===== src/rtl/eqa_coeff_loader_pkg.sv =====
// Shared types and defaults for the equaliser coefficient loader.
package eqa_coeff_loader_pkg;

  typedef enum logic [1:0] {
    ST_IDLE,
    ST_TAP,
    ST_SET,
    ST_DONE
  } state_t;

  localparam int DEFAULT_NUM_BANDS   = 5;
  localparam int DEFAULT_NUM_TAPS    = 5;
  localparam int DEFAULT_COEFF_WIDTH = 18;

  // Index of the lowest set bit; bands are addressed with 3 bits, so 8 is the ceiling.
  function automatic logic [2:0] lowest_band(input logic [7:0] m);
    logic [2:0] r;
    r = '0;
    for (int i = 7; i >= 0; i--) begin
      if (m[i]) r = 3'(i);
    end
    return r;
  endfunction

endpackage


===== src/rtl/eqa_coeff_table.sv =====
// Shadow coefficient storage: one host write port, a combinational load port and,
// with EQA_COEFF_READBACK_EN, a registered host read port.
module eqa_coeff_table
  import eqa_coeff_loader_pkg::*;
#(
  parameter int NUM_BANDS              = DEFAULT_NUM_BANDS,
  parameter int NUM_TAPS               = DEFAULT_NUM_TAPS,
  parameter int COEFFICIENT_DATA_WIDTH = DEFAULT_COEFF_WIDTH
) (
  input  logic                              clk,
  input  logic                              reset,
  input  logic                              wr_en,
  input  logic [2:0]                        wr_band,
  input  logic [2:0]                        wr_idx,
  input  logic [COEFFICIENT_DATA_WIDTH-1:0] wr_a,
  input  logic [COEFFICIENT_DATA_WIDTH-1:0] wr_b,
  input  logic [2:0]                        ld_band,
  input  logic [2:0]                        ld_idx,
  output logic [COEFFICIENT_DATA_WIDTH-1:0] ld_a,
  output logic [COEFFICIENT_DATA_WIDTH-1:0] ld_b
`ifdef EQA_COEFF_READBACK_EN
  ,
  input  logic [2:0]                        rd_band,
  input  logic [2:0]                        rd_idx,
  output logic [COEFFICIENT_DATA_WIDTH-1:0] rd_a,
  output logic [COEFFICIENT_DATA_WIDTH-1:0] rd_b
`endif
);

  logic [COEFFICIENT_DATA_WIDTH-1:0] mem_a [NUM_BANDS][NUM_TAPS];
  logic [COEFFICIENT_DATA_WIDTH-1:0] mem_b [NUM_BANDS][NUM_TAPS];

  // The loader only asserts wr_en for in-range addresses.
  always_ff @(posedge clk or posedge reset) begin
    if (reset) begin
      for (int i = 0; i < NUM_BANDS; i++) begin
        for (int j = 0; j < NUM_TAPS; j++) begin
          mem_a[i][j] <= '0;
          mem_b[i][j] <= '0;
        end
      end
    end else if (wr_en) begin
      mem_a[wr_band][wr_idx] <= wr_a;
      mem_b[wr_band][wr_idx] <= wr_b;
    end
  end

  assign ld_a = mem_a[ld_band][ld_idx];
  assign ld_b = mem_b[ld_band][ld_idx];

`ifdef EQA_COEFF_READBACK_EN
  localparam logic [3:0] BAND_LIM = 4'(NUM_BANDS);
  localparam logic [3:0] TAP_LIM  = 4'(NUM_TAPS);

  logic rd_ok;
  assign rd_ok = ({1'b0, rd_band} < BAND_LIM) && ({1'b0, rd_idx} < TAP_LIM);

  always_ff @(posedge clk or posedge reset) begin
    if (reset) begin
      rd_a <= '0;
      rd_b <= '0;
    end else if (rd_ok) begin
      rd_a <= mem_a[rd_band][rd_idx];
      rd_b <= mem_b[rd_band][rd_idx];
    end else begin
      rd_a <= '0;
      rd_b <= '0;
    end
  end
`endif

endmodule


===== src/rtl/eqa_coeff_loader.sv =====
// Streams shadow-table coefficients into the selected equaliser bands on commit.
// Optional host readback of the shadow table: define EQA_COEFF_READBACK_EN.
module eqa_coeff_loader
  import eqa_coeff_loader_pkg::*;
#(
  parameter int NUM_BANDS              = DEFAULT_NUM_BANDS,
  parameter int NUM_TAPS               = DEFAULT_NUM_TAPS,
  parameter int COEFFICIENT_DATA_WIDTH = DEFAULT_COEFF_WIDTH
) (
  input  logic                              clk,
  input  logic                              reset,
  input  logic                              cfg_wr,
  input  logic [2:0]                        cfg_band,
  input  logic [2:0]                        cfg_idx,
  input  logic [COEFFICIENT_DATA_WIDTH-1:0] cfg_a,
  input  logic [COEFFICIENT_DATA_WIDTH-1:0] cfg_b,
  input  logic                              cfg_commit,
  input  logic [NUM_BANDS-1:0]              cfg_mask,
  output logic                              cfg_err,
  output logic                              busy,
  output logic                              load_done,
  output logic                              eqa_hold,
  output logic [COEFFICIENT_DATA_WIDTH-1:0] coeff_a,
  output logic [COEFFICIENT_DATA_WIDTH-1:0] coeff_b,
  output logic [NUM_BANDS-1:0]              coeff_we,
  output logic [NUM_BANDS-1:0]              coeff_set
`ifdef EQA_COEFF_READBACK_EN
  ,
  input  logic [2:0]                        rd_band,
  input  logic [2:0]                        rd_idx,
  output logic [COEFFICIENT_DATA_WIDTH-1:0] rd_a,
  output logic [COEFFICIENT_DATA_WIDTH-1:0] rd_b
`endif
);

  localparam logic [3:0] BAND_LIM = 4'(NUM_BANDS);
  localparam logic [3:0] TAP_LIM  = 4'(NUM_TAPS);
  localparam logic [2:0] TAP_LAST = 3'(NUM_TAPS - 1);

  state_t                            state, state_n;
  logic [NUM_BANDS-1:0]              mask_q, mask_n;
  logic [2:0]                        band_q, band_n;
  logic [2:0]                        tap_q, tap_n;
  logic                              err_q;
  logic [COEFFICIENT_DATA_WIDTH-1:0] hold_a, hold_b;
  logic [COEFFICIENT_DATA_WIDTH-1:0] ld_a, ld_b;
  logic [NUM_BANDS-1:0]              band_onehot;
  logic [NUM_BANDS-1:0]              remaining;
  logic                              idle;
  logic                              in_range;
  logic                              wr_ok;
  logic                              err_set;

  assign idle        = (state == ST_IDLE);
  assign in_range    = ({1'b0, cfg_band} < BAND_LIM) && ({1'b0, cfg_idx} < TAP_LIM);
  assign wr_ok       = cfg_wr && idle && in_range;
  assign err_set     = (cfg_wr && !wr_ok) || (cfg_commit && !idle);
  assign band_onehot = {{(NUM_BANDS-1){1'b0}}, 1'b1} << band_q;
  assign remaining   = mask_q & ~band_onehot;

  eqa_coeff_table #(
    .NUM_BANDS              (NUM_BANDS),
    .NUM_TAPS               (NUM_TAPS),
    .COEFFICIENT_DATA_WIDTH (COEFFICIENT_DATA_WIDTH)
  ) u_table (
    .clk     (clk),
    .reset   (reset),
    .wr_en   (wr_ok),
    .wr_band (cfg_band),
    .wr_idx  (cfg_idx),
    .wr_a    (cfg_a),
    .wr_b    (cfg_b),
    .ld_band (band_q),
    .ld_idx  (tap_q),
    .ld_a    (ld_a),
    .ld_b    (ld_b)
`ifdef EQA_COEFF_READBACK_EN
    ,
    .rd_band (rd_band),
    .rd_idx  (rd_idx),
    .rd_a    (rd_a),
    .rd_b    (rd_b)
`endif
  );

  // The bus keeps the last streamed tap so band inputs stay quiet between loads.
  always_ff @(posedge clk or posedge reset) begin
    if (reset) begin
      state  <= ST_IDLE;
      mask_q <= '0;
      band_q <= '0;
      tap_q  <= '0;
      err_q  <= 1'b0;
      hold_a <= '0;
      hold_b <= '0;
    end else begin
      state  <= state_n;
      mask_q <= mask_n;
      band_q <= band_n;
      tap_q  <= tap_n;
      err_q  <= err_set;
      if (state == ST_TAP) begin
        hold_a <= ld_a;
        hold_b <= ld_b;
      end
    end
  end

  always_comb begin
    state_n   = state;
    mask_n    = mask_q;
    band_n    = band_q;
    tap_n     = tap_q;
    coeff_we  = '0;
    coeff_set = '0;
    load_done = 1'b0;
    coeff_a   = hold_a;
    coeff_b   = hold_b;
    case (state)
      ST_IDLE: begin
        if (cfg_commit) begin
          mask_n  = cfg_mask;
          band_n  = lowest_band(8'(cfg_mask));
          tap_n   = '0;
          state_n = (cfg_mask != '0) ? ST_TAP : ST_DONE;
        end
      end
      ST_TAP: begin
        coeff_we = band_onehot;
        coeff_a  = ld_a;
        coeff_b  = ld_b;
        if (tap_q == TAP_LAST) state_n = ST_SET;
        else                   tap_n   = tap_q + 3'd1;
      end
      ST_SET: begin
        coeff_set = band_onehot;
        mask_n    = remaining;
        tap_n     = '0;
        if (remaining != '0) begin
          band_n  = lowest_band(8'(remaining));
          state_n = ST_TAP;
        end else begin
          state_n = ST_DONE;
        end
      end
      ST_DONE: begin
        load_done = 1'b1;
        state_n   = ST_IDLE;
      end
      default: state_n = ST_IDLE;
    endcase
  end

  assign busy     = !idle;
  assign eqa_hold = !idle;
  assign cfg_err  = err_q;

endmodule


===== config.mk =====
export PLATFORM = sky130hd
export DESIGN_NAME = eqa_coeff_loader
export DESIGN_NICKNAME = d
export VERILOG_FILES = /design/src/rtl/eqa_coeff_loader_pkg.sv /design/src/rtl/eqa_coeff_table.sv /design/src/rtl/eqa_coeff_loader.sv
export SDC_FILE = /design/constraint.sdc
export NUM_CORES = 2
export LEC_CHECK = 0
export CAP_MARGIN = 20
export CORE_MARGIN = 1
export CORE_UTILIZATION = 60
export CTS_BUF_LIST = sky130_fd_sc_hd__clkbuf_4 sky130_fd_sc_hd__clkbuf_8
export DETAILED_ROUTE_END_ITERATION = 8
export PLACE_DENSITY_LB_ADDON = 0.05
export SLEW_MARGIN = 20
export SYNTH_ARGS = -nofsm -noshare
export SYNTH_HDL_FRONTEND = slang
export SYNTH_HIERARCHICAL = 1
export SYNTH_SLANG_ARGS = --single-unit

===== constraint.sdc =====
create_clock -name clk -period 46.8 [get_ports clk]
set_input_delay 4.68 -clock clk [delete_from_list [all_inputs] [get_ports clk]]
set_output_delay 4.68 -clock clk [all_outputs]
set_load 0.005 [all_outputs]

# ---- Word level (Yosys, flattened, before mapping)
# Index checks and enable logic that the tools add are counted.
dict set report word_totals {
  register_bits 950
  latchBits 0
  ram_bits 0
  mem_bits_ro 0
  inputBits 51
  output_inout_bits 50
  wordCells 146
  memories 0
}
dict set report op_classes {
  n_addsub 1
  multipliers 0
  div 0
  magnitude_cmp 8
  n_eq_ne 8
  n_shift 1
  n_mux 46
  bitwise_logic 6
  reduce_logical 19
}
# cell count
set ops {}
lappend ops {{450-bit bitwise mux} 2}
lappend ops {{90-bit binary-select mux with 3-bit select} 2}
lappend ops {{90-bit 2-to-1 mux} 5}
lappend ops {{90-bit demux with 3-bit select} 1}
lappend ops {{18-bit 2-to-1 mux} 7}
lappend ops {{18-bit binary-select mux with 3-bit select} 2}
lappend ops {{18-bit demux with 3-bit select} 1}
lappend ops {{3-bit 2-to-1 mux} 14}
lappend ops {{4-bit >= comparator (second input constant)} 4}
lappend ops {{3-bit inverter with 4-bit output} 4}
lappend ops {{5-bit 2-to-1 mux} 3}
lappend ops {{5-bit one-hot mux with 2 select lines} 1}
lappend ops {{5-bit nonzero test} 2}
lappend ops {{3-bit one-hot mux with 3 select lines} 1}
lappend ops {{4-bit by 1-bit < comparator with 1-bit output (second input constant)} 2}
lappend ops {{2-bit 2-to-1 mux} 4}
lappend ops {{2-bit one-hot mux with 4 select lines} 1}
lappend ops {{1-bit logical AND} 7}
lappend ops {{3-bit < comparator (second input constant)} 2}
lappend ops {{2-bit != test (second input constant)} 3}
lappend ops {{3-bit one-hot mux with 2 select lines} 1}
lappend ops {{3-bit AND reduction} 2}
lappend ops {{5-bit bitwise AND} 1}
lappend ops {{5-bit inverter} 1}
lappend ops {{other kinds (13)} 16}

# ---- Depth between registers and ports, before layout
dict set report depth {
  ltp_word 10
  ltp_mapped 9
  ltp_nobuf 7
}

# ---- Modules after synthesis
# The synthesis kept the hierarchy.
# module n_inst cells_per_inst area_each_um2 seq_area_each_um2
set by_module_without_submodules {}
lappend by_module_without_submodules {eqa_coeff_table 1 3064 41994.0 22521.6}
lappend by_module_without_submodules {eqa_coeff_loader 1 275 2366.0 1251.2}

# ---- Worst setup path before layout
# Ideal clock, no wire load.
dict set report synth_timing {
  kind {input-to-reg}
  from {in cfg_idx[1]}
  to {reg u_table/mem_b[432] (netlist name)}
  setup_ps 128
  arrival_ps 6611
  required_ps 46672
  slack_ps 40061
  cell_stages 9
  n_path_buf 2
  path_cell_list {o21ai_0 > nand2_1 > nor3_1 > nand2b_1 > or4_1 > buf_2 > nor3_4 > buf_6 > mux2_1}
}
dict set report synth_via {
  word_cells_on_any_way 12
  classes_between {3 x order compare; 5 x mux; 1 x bitwise; 3 x reduce/logical}
}
# item line
set synth_lines {}
lappend synth_lines {{start: declaration} eqa_coeff_loader.sv:14} ;# input logic [2:0] cfg_idx,
lappend synth_lines {{3-bit < comparator} eqa_coeff_loader.sv:55} ;# assign in_range = ({1'b0, cfg_band} < BAND_LIM) && ({1'b0, cfg_idx} < TAP_LIM);
lappend synth_lines {{1-bit logical AND} eqa_coeff_loader.sv:55}
lappend synth_lines {{1-bit logical AND} eqa_coeff_loader.sv:56} ;# assign wr_ok = cfg_wr && idle && in_range;
lappend synth_lines {{net wr_ok} eqa_coeff_loader.sv:51} ;# logic wr_ok;
lappend synth_lines {{end signal: indexed assignment} eqa_coeff_table.sv:44} ;# mem_b[wr_band][wr_idx] <= wr_b;
lappend synth_lines {{end: declaration} eqa_coeff_table.sv:31} ;# logic [COEFFICIENT_DATA_WIDTH-1:0] mem_b [NUM_BANDS][NUM_TAPS];
# The timed path passes the listed nets, and every way through them passes these cells.
# A chain may end at the register's enable or synchronous reset.

# ---- Worst setup path in the final report
dict set report layout_timing {
  from {reg band_q[0]}
  to {out coeff_a[5]}
}
dict set report layout_via {
  elab_chain_len 8
}
# item line
set layout_lines {}
lappend layout_lines {{start: declaration} eqa_coeff_loader.sv:42} ;# logic [2:0] band_q, band_n;
lappend layout_lines {{start signal: assignment} eqa_coeff_loader.sv:99} ;# band_q <= band_n;
lappend layout_lines {{3-bit inverter with 4-bit output (implied by the code)} eqa_coeff_table.sv:48} ;# assign ld_a = mem_a[ld_band][ld_idx];
lappend layout_lines {{90-bit binary-select mux with 3-bit select} eqa_coeff_table.sv:48}
lappend layout_lines {{90-bit 2-to-1 mux (implied by the code) (2 in a row)} eqa_coeff_table.sv:48}
lappend layout_lines {{18-bit binary-select mux with 3-bit select} eqa_coeff_table.sv:48}
lappend layout_lines {{18-bit 2-to-1 mux (implied by the code) (2 in a row)} eqa_coeff_table.sv:48}
lappend layout_lines {{net ld_a[5]} eqa_coeff_loader.sv:46} ;# logic [COEFFICIENT_DATA_WIDTH-1:0] ld_a, ld_b;
lappend layout_lines {{18-bit 2-to-1 mux} --}
lappend layout_lines {{end: declaration} eqa_coeff_loader.sv:23} ;# output logic [COEFFICIENT_DATA_WIDTH-1:0] coeff_a,
# The timed path passes the listed nets, and every way through them passes these cells. The select of a mux whose other input is x is not followed.

==> results.toml <==
[outcome]
status = "complete, but fails checks"
violations = "design-rule violations"

[worst_hold_path]
hold_path.class = "flop to flop"

[setup_path]
critPathBufInv = 3
path_cells = "buf_4 -> buf_4 -> mux2i_1 -> a22oi_1 -> o211ai_1 -> o211ai_1 -> nand2_1 -> nand2_1 -> clkdlybuf4s50_1"
cp_slowest_cell = "buf_4"
critPathKind = "flop to output port"
crit_path_end_kind = "output port"
reg2reg_slack_ns = 42.61
start_kind = "flop"
crit_family = "buffers and inverters"
critPathMaxFanout = 64
slowest_delay_ns = 0.88
critPathArrivalTime_ns = 5.19
worstPathRequired_ns = 42.12

[routing]
drt_wl_total_um = 126500
drcViolationCount = 24
avgViaCountPerCell = 6.531
drt_iter0_drc = 2507
firstDrtPassIters = 7
wire_per_inst_um = 28.54
detail-route-antenna-nets = 0
vias = 28940

[global_routing]
grt_pass1_wl_um = 190300
met1_usage_pct = 47.39
use_met2_pct = 54.13
track_usage_pct = 34.40
grt_overflow = 0
antenna_found_initial = 6
grt_start_max_net_pins = 192
use_met3_pct = 5.999
grt-busiest-layer = "met2"
grt_pass1_vias = 30320

[logic_synthesis]
ys_seq_elements = 950
avgSynthCellArea_um2 = 13.29
synth_top_area_share_pct = 53.59
synth_top_family_by_area = "multiplexers"
synth_mux_area_share_pct = 32.15
yosysSeqAreaShare_pct = 53.59
synth_top_area_cell = "dfrtp_1"
synth_ff_type = "dfrtp_1"
synth_async_sr_flop_share_pct = 100.0
postSynthCellCount = 3339
ys_top_cells_by_area = "dfrtp_1, mux2_2, mux2i_1"
synth_common_cells = "dfrtp_1, mux2_2, mux2i_1"
syn_area_mm2 = 0.04436
synth-compound-area-share_pct = 6.563
yosys.area_share.simple_pct = 4.442
synth_xor_area_share_pct = 0
synth_most_common_cell = "dfrtp_1"
synth_cell_types = 60
syn-num-nets = 3392
yosys_warnings = 6
synth_edf_count = 0
synth_fa_ha_area_share_pct = 0.05641

[place]
io_buffers = 100
hpwl_um = 66690
dp_cells = 4161
finalWeightedCongestion = 0.8185
post-place-ws_ns = 37.83

[timing]
postLayoutSetupSlackWorst_ns = 36.93
worst_pin_slew_ns = 1.113
fin_setup_tns_ns = 0
rsz0062_at_grt = "false"
hold_violations = 0
fin_worst_skew_ns = 0.02212
drv_slew = 0
relSlewSlack_pct = 25.49
period_share_pct = 21.10
min_period_ns = 9.874
fmax_mhz = 101.3
setup_violations = 0

[clock_tree]
holdBufCountCts = 0
insertion_delay_ns = 0.81
tritoncts = "yes"
cts_resized = 0
htree_levels = 4
clk_pin_slew_ns = 0.06
cts_buffer_depth = 3
cts_made_buffers = 157
cts_root_buffer = "clkbuf_8"
clock-sinks = 950
cts_setup_buffers = 0

[pwr]
ir_drop_v = 0.00005198
fin_total_pwr_mw = 2.394
clock_power_share_pct = 31.1
p_leak_nw = 23.87
p_seq_share_pct = 39.8
p_sw_share_pct = 34.20
p_comb_share_pct = 29.1
net-switching-power_mw = 0.8188
p_int_mw = 1.575
power_density_mw_per_mm2 = 48.72

[finish]
area_growth_pct = 10.77
fin_nets = 3415
instances_no_fill = 4431
fin_util_pct = 67.24
final_layout_size_suffix_gt1_share_pct = 37.35

[floorplanning]
num_io_pins = 101
die-area_mm2 = 0.07502
die_w_um = 273.9
num_rows = 99
design.core.area_mm2 = 0.07308
start_util_pct = 60.70
dieHeight_um = 273.9

[flow_run]
maxCapViolations = 0
==> cell usage in the layout, fill, tap and decap left out, drive strengths merged, types with 42 or more instances in the layout <==
cell / netlist / routed
mux2i: 312 / 312
clkdlybuf4s50: 0 / 100
buf: 103 / 64
mux4: 43 / 43
nand2b: 57 / 57
dfrtp: 950 / 950
nand2: 137 / 137
nor2: 83 / 83
clkbuf: 196 / 243
o211ai: 71 / 71
nand3: 42 / 42
o21ai: 67 / 67
mux2: 903 / 903
a22oi: 84 / 84
==> power groups by stage <==
stage | registers, mW | clock network [mW] | logic (mW)
4_1_cts | 0.953 | 0.757 | 0.689
6_report | 0.954 | 0.744 | 0.696
3_5_place_dp | 0.967 | 0 | 0.687
5_1_grt | 0.962 | 0.792 | 0.730
3_3_place_gp | 0.962 | 0 | 0.678
2_1_floorplan | 0.930 | 0 | 0.457
==> logic make-up (layout without fill, tap and decap cells) <==
logic type	Yosys count	count (layout)
AO/OA/AOI/OAI	402	402
multiplexers	1258	1258
adder cells (fa/ha/maj)	2	2
flip-flops	950	950
buffers and inverters	325	456
other	0	2
AND/OR/NAND/NOR	402	402
==> area by class of cell <==
class / instances / area, um^2
Inverter: 25 / 101.3
Antenna cell: 2 / 5.005
Clock buffer: 243 / 2982
Fill cell: 5290 / 23940
Multi-Input combinational cell: 2064 / 19300
Timing Repair Buffer: 164 / 1550
Clock inverter: 24 / 214.0
Tap cell: 959 / 1200
Sequential cell: 950 / 23790
==> stage by stage <==
step / hold slack (ns) / cell area (um^2)
CTS: 0.4758 / 49090
global placement: 0.4543 / 45900
finish: 0.4759 / 49140
floorplan: 0.4533 / 44360
detailed placement: 0.4578 / 45900
global route: 0.4861 / 49140
==> sequential cells by signal, indices dropped and copies added (netlist names) <==
| register | cells |
|---|---|
| u_table/mem_a | 450 |
| u_table/mem_b | 450 |
| hold_a | 18 |
| hold_b | 18 |
| mask_q | 5 |
| band_q | 3 |
| tap_q | 3 |
| state | 2 |
| cfg_err | 1 |
==> per-layer routing <==
layer	vias to the layer above	part of all wire (%)	wire [um]
met1	15330	43	54420
met4	10	3.8	4764
li1	12230	-	-
met3	323	6.2	7845
met5	-	0.055	69
met2	1042	47	59360
==> worst register-to-register path, cell delays in order, from the launching register on <==
cell and delay, ns:
dfrtp_1 0.59, or2_2 0.51, nor3_1 0.38, nand2b_1 0.19, or4_1 0.60, nor2_4 0.68
buf_4 0.67, mux2_2 0.44
==> worst paths after layout <==
path	start	endpoint	cells after the start
hold / removal	hold_a[16]	hold_a[16]	2
min in group asynchronous	reset	u_table/mem_a[287]	2
hold reg to reg	hold_a[16]	hold_a[16]	2
setup / recovery	band_q[0]	coeff_a[5]	9
max in group asynchronous	reset	u_table/mem_a[378]	4
setup reg to reg	state[1]	u_table/mem_b[365]	7
No activity file was read; power rests on OpenSTA's default activity.
